**src/rtl/mem_bus_arbiter_pkg.sv**
```systemverilog
// mem_bus_arbiter_pkg: shared encodings for the IF/MEM memory-bus arbiter.
// State and owner encodings are fixed so debug taps and checkers can decode
// them without referring back to the RTL.
package mem_bus_arbiter_pkg;

    // Arbiter sequencing states.
    typedef enum logic [1:0] {
        ArbIdle = 2'b00,
        ArbBusy = 2'b01,
        ArbAck  = 2'b10
    } arb_state_e;

    // Which requester currently owns the RAM.
    typedef enum logic [1:0] {
        ArbOwnNone = 2'b00,
        ArbOwnIf   = 2'b01,
        ArbOwnMem  = 2'b10
    } arb_owner_e;

    // RAM control levels.
    localparam logic ChipEnable   = 1'b1;
    localparam logic ChipDisable  = 1'b0;
    localparam logic WriteDisable = 1'b0;

    // Wait-state counter width; covers the legal latency range 1..15.
    localparam int CntW = 4;

    // Width of each performance counter.
    localparam int PerfCntW = 32;

endpackage

```
**src/rtl/mem_bus_arb_perf_cnt.sv**
```systemverilog
// mem_bus_arb_perf_cnt: saturating event counter with synchronous clear.
// Used twice by mem_bus_arbiter when MEM_BUS_ARB_PERF_CNT_EN is defined.
module mem_bus_arb_perf_cnt
    import mem_bus_arbiter_pkg::*;
#(
    parameter int W = PerfCntW
) (
    input  logic         clk,
    input  logic         rst,
    input  logic         clr,
    input  logic         inc,
    output logic [W-1:0] cnt
);

    // Count event cycles, stick at all-ones, clear has priority over counting.
    always_ff @(posedge clk or negedge rst) begin
        if (!rst) begin
            cnt <= '0;
        end else if (clr) begin
            cnt <= '0;
        end else if (inc && (cnt != {W{1'b1}})) begin
            cnt <= cnt + W'(1);
        end
    end

endmodule

```
**src/rtl/mem_bus_arbiter.sv**
```systemverilog
// mem_bus_arbiter: shares one fixed-latency single-port RAM between the
// instruction-fetch (IF) and memory-access (MEM) pipeline stages.
//
// Handshake: a requester raises req with stable address/data and holds it
// until it sees a one-cycle ack; ack marks completion, and read data is valid
// only in the ack cycle. The requester must drop or renew req the cycle after
// ack. A req dropped mid-access still completes and still receives its ack.
// MEM has fixed priority over IF since it holds the older instruction.
//
// Optional build macro: MEM_BUS_ARB_PERF_CNT_EN adds perf_clr and the
// saturating if_stall_cnt / mem_stall_cnt outputs.
module mem_bus_arbiter
    import mem_bus_arbiter_pkg::*;
#(
    parameter int ADDR_W      = 32,
    parameter int DATA_W      = 32,
    parameter int WAIT_CYCLES = 2
) (
    input  logic                clk,
    input  logic                rst,
    // IF port (read only)
    input  logic                if_req,
    input  logic [ADDR_W-1:0]   if_addr,
    output logic [DATA_W-1:0]   if_rdata,
    output logic                if_ack,
    // MEM port
    input  logic                mem_req,
    input  logic                mem_we,
    input  logic [DATA_W/8-1:0] mem_sel,
    input  logic [ADDR_W-1:0]   mem_addr,
    input  logic [DATA_W-1:0]   mem_wdata,
    output logic [DATA_W-1:0]   mem_rdata,
    output logic                mem_ack,
    // RAM side
    output logic                ram_ce,
    output logic                ram_we,
    output logic [DATA_W/8-1:0] ram_sel,
    output logic [ADDR_W-1:0]   ram_addr,
    output logic [DATA_W-1:0]   ram_wdata,
    input  logic [DATA_W-1:0]   ram_rdata,
    // Pipeline stall requests
    output logic                if_stall,
    output logic                mem_stall,
`ifdef MEM_BUS_ARB_PERF_CNT_EN
    input  logic                perf_clr,
    output logic [31:0]         if_stall_cnt,
    output logic [31:0]         mem_stall_cnt,
`endif
    // Current FSM state, for debug and checkers
    output logic [1:0]          dbg_state
);

    localparam int SelW = DATA_W / 8;
    localparam logic [SelW-1:0]   ArbSelAll = {SelW{1'b1}};
    localparam logic [DATA_W-1:0] ZeroWord  = '0;
    localparam logic [CntW-1:0]   WaitInit  = CntW'(WAIT_CYCLES);

    arb_state_e          state_q, state_d;
    arb_owner_e          owner_q, owner_d;
    logic [CntW-1:0]     cnt_q, cnt_d;
    logic [DATA_W-1:0]   rdata_q, rdata_d;

    logic                ce_d, we_d;
    logic [SelW-1:0]     sel_d;
    logic [ADDR_W-1:0]   addr_d;
    logic [DATA_W-1:0]   wdata_d;

    // Register all FSM state and the registered RAM interface.
    always_ff @(posedge clk or negedge rst) begin
        if (!rst) begin
            state_q   <= ArbIdle;
            owner_q   <= ArbOwnNone;
            cnt_q     <= '0;
            rdata_q   <= ZeroWord;
            ram_ce    <= ChipDisable;
            ram_we    <= WriteDisable;
            ram_sel   <= '0;
            ram_addr  <= '0;
            ram_wdata <= ZeroWord;
        end else begin
            state_q   <= state_d;
            owner_q   <= owner_d;
            cnt_q     <= cnt_d;
            rdata_q   <= rdata_d;
            ram_ce    <= ce_d;
            ram_we    <= we_d;
            ram_sel   <= sel_d;
            ram_addr  <= addr_d;
            ram_wdata <= wdata_d;
        end
    end

    // Next-state logic: grant in IDLE, count wait states in BUSY, ack once.
    always_comb begin
        state_d = state_q;
        owner_d = owner_q;
        cnt_d   = cnt_q;
        rdata_d = rdata_q;
        ce_d    = ram_ce;
        we_d    = ram_we;
        sel_d   = ram_sel;
        addr_d  = ram_addr;
        wdata_d = ram_wdata;

        unique case (state_q)
            ArbIdle: begin
                if (mem_req) begin
                    owner_d = ArbOwnMem;
                    ce_d    = ChipEnable;
                    we_d    = mem_we;
                    sel_d   = mem_sel;
                    addr_d  = mem_addr;
                    wdata_d = mem_wdata;
                    cnt_d   = WaitInit;
                    state_d = ArbBusy;
                end else if (if_req) begin
                    owner_d = ArbOwnIf;
                    ce_d    = ChipEnable;
                    we_d    = WriteDisable;
                    sel_d   = ArbSelAll;
                    addr_d  = if_addr;
                    wdata_d = ZeroWord;
                    cnt_d   = WaitInit;
                    state_d = ArbBusy;
                end
            end
            ArbBusy: begin
                // RAM inputs stay put; the last wait cycle samples the data.
                cnt_d = cnt_q - CntW'(1);
                if (cnt_q == CntW'(1)) begin
                    rdata_d = ram_rdata;
                    ce_d    = ChipDisable;
                    we_d    = WriteDisable;
                    state_d = ArbAck;
                end
            end
            ArbAck: begin
                owner_d = ArbOwnNone;
                state_d = ArbIdle;
            end
            default: begin
                owner_d = ArbOwnNone;
                state_d = ArbIdle;
            end
        endcase
    end

    // Acks are decoded from ACK state and owner, so they are exclusive by construction.
    always_comb begin
        if_ack  = (state_q == ArbAck) && (owner_q == ArbOwnIf);
        mem_ack = (state_q == ArbAck) && (owner_q == ArbOwnMem);
    end

    assign if_rdata  = rdata_q;
    assign mem_rdata = rdata_q;
    assign if_stall  = if_req  & ~if_ack;
    assign mem_stall = mem_req & ~mem_ack;
    assign dbg_state = state_q;

`ifdef MEM_BUS_ARB_PERF_CNT_EN
    mem_bus_arb_perf_cnt #(.W(32)) u_if_stall_cnt (
        .clk (clk),
        .rst (rst),
        .clr (perf_clr),
        .inc (if_stall),
        .cnt (if_stall_cnt)
    );

    mem_bus_arb_perf_cnt #(.W(32)) u_mem_stall_cnt (
        .clk (clk),
        .rst (rst),
        .clr (perf_clr),
        .inc (mem_stall),
        .cnt (mem_stall_cnt)
    );
`endif

endmodule

```
**config.mk**
```make
export PLATFORM = sky130hd
export DESIGN_NAME = mem_bus_arbiter
export DESIGN_NICKNAME = d
export VERILOG_FILES = /design/src/rtl/mem_bus_arbiter_pkg.sv /design/src/rtl/mem_bus_arb_perf_cnt.sv /design/src/rtl/mem_bus_arbiter.sv
export SDC_FILE = /design/constraint.sdc
export NUM_CORES = 1
export LEC_CHECK = 0
export BUFFER_PORTS_ARGS = -buffer_cell sky130_fd_sc_hd__buf_4
export CORE_AREA = 2 2 114 116
export DETAILED_ROUTE_END_ITERATION = 10
export DIE_AREA = 0 0 116 118
export GPL_TIMING_DRIVEN = 0
export PLACE_DENSITY = 0.72
export SYNTH_ARGS = -nofsm -noshare
export SYNTH_HDL_FRONTEND = slang
export SYNTH_HIERARCHICAL = 1
export SYNTH_SLANG_ARGS = --single-unit
```
**constraint.sdc**
```tcl
create_clock -name clk -period 1.5 [get_ports clk]
set_input_delay 0 -clock clk [delete_from_list [all_inputs] [get_ports clk]]
set_output_delay 0 -clock clk [all_outputs]
set_load 0.005 [all_outputs]
```
* After elaboration in Yosys (flattened, before gate mapping)
Cells that the tools add are included.
Word-level totals: output and inout bits 140, input bits 137, logic and storage cells 55, RAM bits 0, memories kept 0, latch bits 0, flip-flop bits (word level) 110, bits in read-only memories 0
Cells by class: multipliers 0, muxes and demuxes 22, magnitude comparators 0, add/sub/neg operators 1, equal/unequal tests 7, shift-type cells 0, reductions and logical operators 11, div/mod/pow operators 0, bitwise logic cells 5
Operator list (number):
- 32-bit 2-to-1 mux | 4
- 4-bit 2-to-1 mux | 4
- 2-bit AND reduction | 5
- 2-bit 2-to-1 mux | 4
- 2-bit case mux with 2 select lines | 2
- 4-bit case mux with 2 select lines | 1
- 1-bit 2-to-1 mux | 5
- 2-bit by 1-bit equality test with 1-bit output, second input constant | 2
- 2-bit equality test, second input constant | 2
- 4-bit by 1-bit equality test with 1-bit output, second input constant | 1
- 1-bit case mux with 2 select lines | 2
- 2-bit nonzero test | 2
- 4-bit by 1-bit subtractor with 4-bit output, second input constant | 1
- 3-bit != test, second input constant | 1
- 1-bit NOT | 3
- 3-bit AND reduction | 1
- 1-bit bitwise AND | 2
- 1-bit logical AND | 2
- 2-bit logical NOT | 1
- 2-bit != test, second input constant | 1

* Longest topological paths before layout
Gate-level depths: netlist of run 1.
depth in word-level cells 4, mapped depth 6, depth with buffers taken out 5

* Least setup slack after synthesis of run 1
Ideal clock, no wire load.
path kind register to register, start register cnt_q[1], end register rdata_q[10] (netlist: if_rdata[10]), slack 0.000 ns, cell stages (with the launch flop) 7, setup time 0.125 ns, clock period less this slack 1.500 ns, path buffers 1, arrival time 1.375 ns, path through dfrtp_1 inv_1 ha_1 nor3b_2 nand2_4 buf_6 mux2_4
On the way: longest elaborated chain between the ends 2
Ends and longest elaborated chain:
- from (decl) | line mem_bus_arbiter.sv:60 | logic [CntW-1:0] cnt_q, cnt_d;
- from (signal assigned) | line mem_bus_arbiter.sv:83 | cnt_q <= cnt_d;
- 4-bit by 1-bit equality test with 1-bit output | line mem_bus_arbiter.sv:130 | if (cnt_q == CntW'(1)) begin
- 2-bit AND reduction (no line)
- to (signal assigned) | line mem_bus_arbiter.sv:74 | rdata_q <= ZeroWord;
- to (signal assigned) | line mem_bus_arbiter.sv:84 | rdata_q <= rdata_d;
- to (decl) | line mem_bus_arbiter.sv:61 | logic [DATA_W-1:0] rdata_q, rdata_d;
No other way between the ends. A chain may end at the register's enable or synchronous reset.

* Worst setup path after layout of run 1
start register cnt_q[1], end register rdata_q[26] (netlist: if_rdata[26])
Same word-level chain as after synthesis.

==> results of run 1 <==
## synth_stat cells (all sizes together), types with 2 or more instances
cell	count	area [µm²]
a21o	2	15.0
a21oi	2	10.0
a22o	33	289
buf	48	364
clkbuf	3	11.3
dfrtp	110	2750
ha	2	25.0
inv	4	15.0
mux2	97	1190
nand2b	2	12.5
nor2	5	18.8
nor2b	4	25.0
nor3	3	20.0
nor4bb	2	20.0
o22a	4	35.0
xor2	2	17.5
## flip-flops by register name, indices dropped and copies added, names as in the netlist
name       cells
ram_wdata     32
ram_addr      32
cnt_q          4
ram_ce         1
owner_q        2
if_rdata      32
dbg_state      2
ram_we         1
ram_sel        4
## logic make-up (layout without fill, tap and decap cells)
logic type | after synthesis | after routing | synth area share, %
and+or+nand+nor | 21 | 21 | 2.91
DFF | 110 | 110 | 56.1
adders and majority gates | 2 | 2 | 0.510
muxes | 97 | 97 | 24.3
AOI/OAI and AO/OA | 45 | 45 | 7.78
buffers and inverters | 55 | 438 | 7.96
xor gates and xnor gates | 2 | 2 | 0.357
## metal layers
layer	vias up	wire length, µm
li1	1907	-
met5	-	0
met2	159	7860
met4	0	173
met3	13	899
met1	1994	5430
## power breakdown
part / internal (µW) / total [µW] / switching [µW] / leakage, µW
logic: 5610 / 8280 / 2670 / 0.00289
clock network: 1180 / 2240 / 1070 / 0.000135
registers: 4480 / 5600 / 1120 / 0.00132
total: 11300 / 16100 / 4850 / 0.00435
## area by class of cell
cell class              count  share of cell area [%]
clock inverters             6                   0.494
repair buffers            367                    35.0
plain buffers              51                    4.86
multi-input cells         167                    22.2
flip-flops and latches    110                    32.0
clock buffers              10                    2.78
well taps                 172                    2.50
inverters                   4                   0.174
## path summary, 6_finish.rpt
check	start	end	slack (ps)	depth (start not counted)
worst min-delay path	mem_addr[18]	ram_addr[18]$_DFFE_PN0P_	20	3
max in group asynchronous	rst	ram_wdata[1]$_DFFE_PN0P_	680	3
min in group asynchronous	rst	if_rdata[15]$_DFFE_PN0P_	150	2
worst min register to register	ram_ce$_DFFE_PN0P_	ram_ce$_DFFE_PN0P_	500	1
worst max register to register	cnt_q[1]$_DFFE_PN0P_	if_rdata[26]$_DFFE_PN0P_	-80	6
worst max-delay path	cnt_q[1]$_DFFE_PN0P_	if_rdata[26]$_DFFE_PN0P_	-80	6
## stage by stage
stage	instance area, µm²	power (µW)	util (%)	setup TNS (ps)
5_1_grt	8600	17100	69.3	-4680
4_1_cts	8350	15500	67.2	-2620
2_1_floorplan	4900	8870	-	0
3_3_place_gp	7180	12600	57.9	-5280
3_5_place_dp	7180	12800	57.9	-7920
6_report	8600	16100	69.3	-2110
## what timing repair did
action / in CTS / in global routing
buffers inserted: 6 / 8
cloned: 0 / 1
hold buffers: 75 / 1
resized for setup: 18 / 41
endpoints found under the hold margin: 72 / 45
pin swaps: 3 / 3
endpoints found under the setup margin: 82 / 90
## critical path, delay by kind of cell (launching register included)
family                   cells  cell delay, ps
adder cells (fa/ha/maj)      1             120
AND/OR/NAND/NOR              2             360
flip-flops                   1             410
multiplexers                 1             300
buffers and inverters        2             270
==> results_dict.tcl, run 1 <==
set metrics [dict create \
    outcome "finished, violations left" \
    violations "negative setup slack" \
    synth_async_sr_flop_share_pct 100 \
    overflow 0 \
    postRouteAntennaNets 0 \
    slowest_delay_ps 410 \
    skew_ps 15.0 \
    max_freq_mhz 634 \
    tritoncts.num_buffers 9 \
    place_congestion 0.720 \
    die_h_um 118 \
    wl_mm 14.4 \
    vias 4073 \
    grt_use_met2_pct 37.0 \
    clk_pin_slew_ps 80 \
    cts_max_path_buffers 2 \
    cts.sinks 110 \
    layout_common_cells "buf_4, dfrtp_1, dlygate4sd3_1" \
    path_cells "inv_2 -> ha_4 -> nor3b_4 -> nand2_4 -> buf_8 -> mux2_4" \
    path_max_fanout 10 \
    cts_root_buf "clkbuf_16" \
    endpoint_kind "register" \
    maxCapViolCount 0 \
    io_pins 277 \
    drive_above_1_share_pct 64.8 \
    use_met1_pct 22.5 \
    grt_pass1_vias 4332 \
    dp_slack_ps -163 \
    syn2layout_area_growth_pct 75.5 \
    core-area_um2 12400 \
    grt_max_degree 111 \
    grt.busiest_layer "met2" \
    synth_edf_count 0 \
    cts_tree "built" \
    synth-main-ff-cell "dfrtp_1" \
    cts_max_level 3 \
    hp-class "input pin to register" \
    layout_commonest_cell "buf_4" \
    met3_usage_pct 4.27 \
    die_w_um 116 \
    syn-num-nets 471 \
    critPathRequiredTime_ps 1720 \
    leakagePower_uw 0.00435 \
    synth_area_um2 4900 \
    via_per_inst 4.59 \
    initial_core_util_pct 39.5 \
    hpwl_mm 9.38 \
    critical_path_arrival_ps 1800 \
    dieArea_um2 13700 \
    drtIter0Drc 116 \
    seq_area_frac_synth_pct 56.1 \
    seq_area_um2 2760 \
    hold_violations 0 \
    num_rows 41 \
    track_usage_pct 19.9 \
    ys_types 30 \
    finalCritPeriodShare_pct 105 \
    critPathLaunchType "register" \
    fin_hold_ws_ps 23.6 \
    vdd_ir_drop_max_mv 1.07 \
    wl_per_cell_um 16.2 \
    dp.cells 779 \
    stdcell_count 887 \
    diodes 0 \
    power_density_nw_per_um2 1870 \
    ys_ff_latch 110 \
    postSynthAreaPerCell_um2 14.8 \
    multiInputGateArea_um2 1910 \
    setup_slack_ps -76.6 \
    rsz0062_at_grt "yes" \
    slew_viol_final 0 \
    antenna_found_initial 0 \
    yosysWarnings 6 \
    nNetsFinal 849 \
    fin_crit_ps 1580 \
    slowest_stage "dfrtp_1" \
    crit_type "register to register" \
    firstDrtPassIters 4 \
    portBuffers 275 \
    slew_headroom_pct 64.1 \
    syn_inst 332 \
    worstMarginPinSlew_ps 538 \
    grt_pass1_wl_mm 21.4 \
    setup_viol 32 \
    route.detailed.drc 0 \
    nFillCells 882 \
    worstSkewPairLatency_ps 340 \
]
No activity file was read; power rests on OpenSTA's default activity.
==> inputs of run 2 (changes only) <==
- MAX_ROUTING_LAYER: not set -> met4
==> results_dict.tcl, run 2 (synthesis results as in run 1) <==
set metrics [dict create \
    critical_path_arrival_ps 1800 \
    via_per_inst 4.58 \
    clk_pin_slew_ps 80 \
    worstMarginPinSlew_ps 538 \
    initial_core_util_pct 39.5 \
    syn2layout_area_growth_pct 74.8 \
    hpwl_mm 9.38 \
    vias 4060 \
    seq_area_um2 2760 \
    vdd_ir_drop_max_mv 1.07 \
    leakagePower_uw 0.00431 \
    fin_crit_ps 1570 \
    nNetsFinal 849 \
    layout_commonest_cell "buf_4" \
    diodes 0 \
    path_max_fanout 10 \
    grt_max_degree 111 \
    die_h_um 118 \
    track_usage_pct 20.4 \
    max_freq_mhz 635 \
    postLayoutCoreUtil_pct 69.0 \
    crit_type "register to register" \
    critPathRequiredTime_ps 1720 \
    wl_mm 14.2 \
    nFillCells 892 \
    cts_max_level 3 \
    stdcell_count 887 \
    antenna_found_initial 0 \
    dp.cells 779 \
    die_w_um 116 \
    cts_max_path_buffers 2 \
    hold_violations 0 \
    multiInputGateArea_um2 1880 \
    total_power_uw 16000 \
    grt_pass1_vias 4332 \
    firstDrtPassIters 4 \
    wl_per_cell_um 16.1 \
    setup_viol 32 \
    drive_above_1_share_pct 64.2 \
    core-area_um2 12400 \
    overflow 0 \
    violations "negative setup slack" \
    outcome "finished, violations left" \
    topRoutingLayerUsed "met4" \
    slew_headroom_pct 64.1 \
    dr_wl_met2_mm 7.79 \
    critPathLaunchType "register" \
    dpl-instance-area_um2 7180 \
    grt_pass1_wl_mm 21.3 \
    worstSkewPairLatency_ps 340 \
    rsz0062_at_grt "yes" \
    wl_met1_mm 5.49 \
    tritoncts.num_buffers 9 \
    finalInstanceArea_um2 8570 \
    endpoint_kind "register" \
    portBuffers 275 \
    route.detailed.drc 0 \
    dieArea_um2 13700 \
    finalCritPeriodShare_pct 105 \
    cts.sinks 110 \
    layout_common_cells "buf_4, dfrtp_1, dlygate4sd3_1" \
    cts_root_buf "clkbuf_16" \
    place_congestion 0.729 \
    power_density_nw_per_um2 1870 \
    slew_viol_final 0 \
    skew_ps 13.7 \
    maxCapViolCount 0 \
    drtIter0Drc 119 \
    cts_tree "built" \
    io_pins 277 \
    setup_slack_ps -74.9 \
    num_rows 41 \
    route.met3.wl_um 833 \
    hp-class "input pin to register" \
    postRouteAntennaNets 0 \
]
[run 2: cell counts in the layout (fill, tap and decap cells not counted)]
Identical to the previous run, type by type.
[run 2: per-stage QoR]
| step | setup TNS [ps] | hold slack (ps) | setup slack (ps) |
|---|---|---|---|
| after floorplan | 0 | -296 | 0.215 |
| after global placement | -5280 | 215 | -123 |
| after detailed placement | -7920 | 215 | -163 |
| after CTS | -2620 | 0.137 | -102 |
| after global routing | -4680 | 13.4 | -153 |
| final | -2090 | 10.1 | -74.9 |
[run 2: layout make-up]
cell class | instances | share of cell area [%]
Timing Repair Buffer | 367 | 35.1
Sequential cell | 110 | 32.1
Multi-Input combinational cell | 167 | 21.9
Buffer | 51 | 4.88
Clock buffer | 10 | 2.79
Tap cell | 172 | 2.51
Clock inverter | 6 | 0.496
Inverter | 4 | 0.175
[run 2: repair_timing]
action | 4_1_cts | 5_1_grt
cloned | 0 | 1
resized for setup | 18 | 32
pin swaps | 3 | 3
hold endpoints to repair | 72 | 45
setup buffers | 6 | 8
hold buffers | 75 | 1
endpoints found under the setup margin | 82 | 90
[run 2: metal layers]
layer | vias up | global-route usage [%]
met2 | 162 | 37.0
met1 | 1981 | 23.0
met4 | 0 | 4.17
met5 | - | -
met3 | 10 | 4.38
li1 | 1907 | -
[run 2: final timing paths]
check | slack (ps) | endpoint | cells after the start | start
worst max register to register | -70 | if_rdata[26]$_DFFE_PN0P_ | 6 | cnt_q[1]$_DFFE_PN0P_
worst max-delay path | -70 | if_rdata[26]$_DFFE_PN0P_ | 6 | cnt_q[1]$_DFFE_PN0P_
max in group asynchronous | 680 | ram_wdata[17]$_DFFE_PN0P_ | 3 | rst
min in group asynchronous | 150 | if_rdata[15]$_DFFE_PN0P_ | 2 | rst
worst min register to register | 500 | ram_ce$_DFFE_PN0P_ | 1 | ram_ce$_DFFE_PN0P_
worst min-delay path | 10 | ram_addr[26]$_DFFE_PN0P_ | 3 | mem_addr[26]
[run 2: where the power goes]
group          switching (µW)  internal, µW  total, µW
clock network            1070          1180       2250
registers                1110          4480       5590
logic                    2640          5510       8150
[run 2: critical path, cell delays in order (launching register included)]
cell and delay (ps):
dfrtp_1 410, inv_2 90, ha_4 120, nor3b_4 220, nand2_4 140, buf_8 180, mux2_4 300
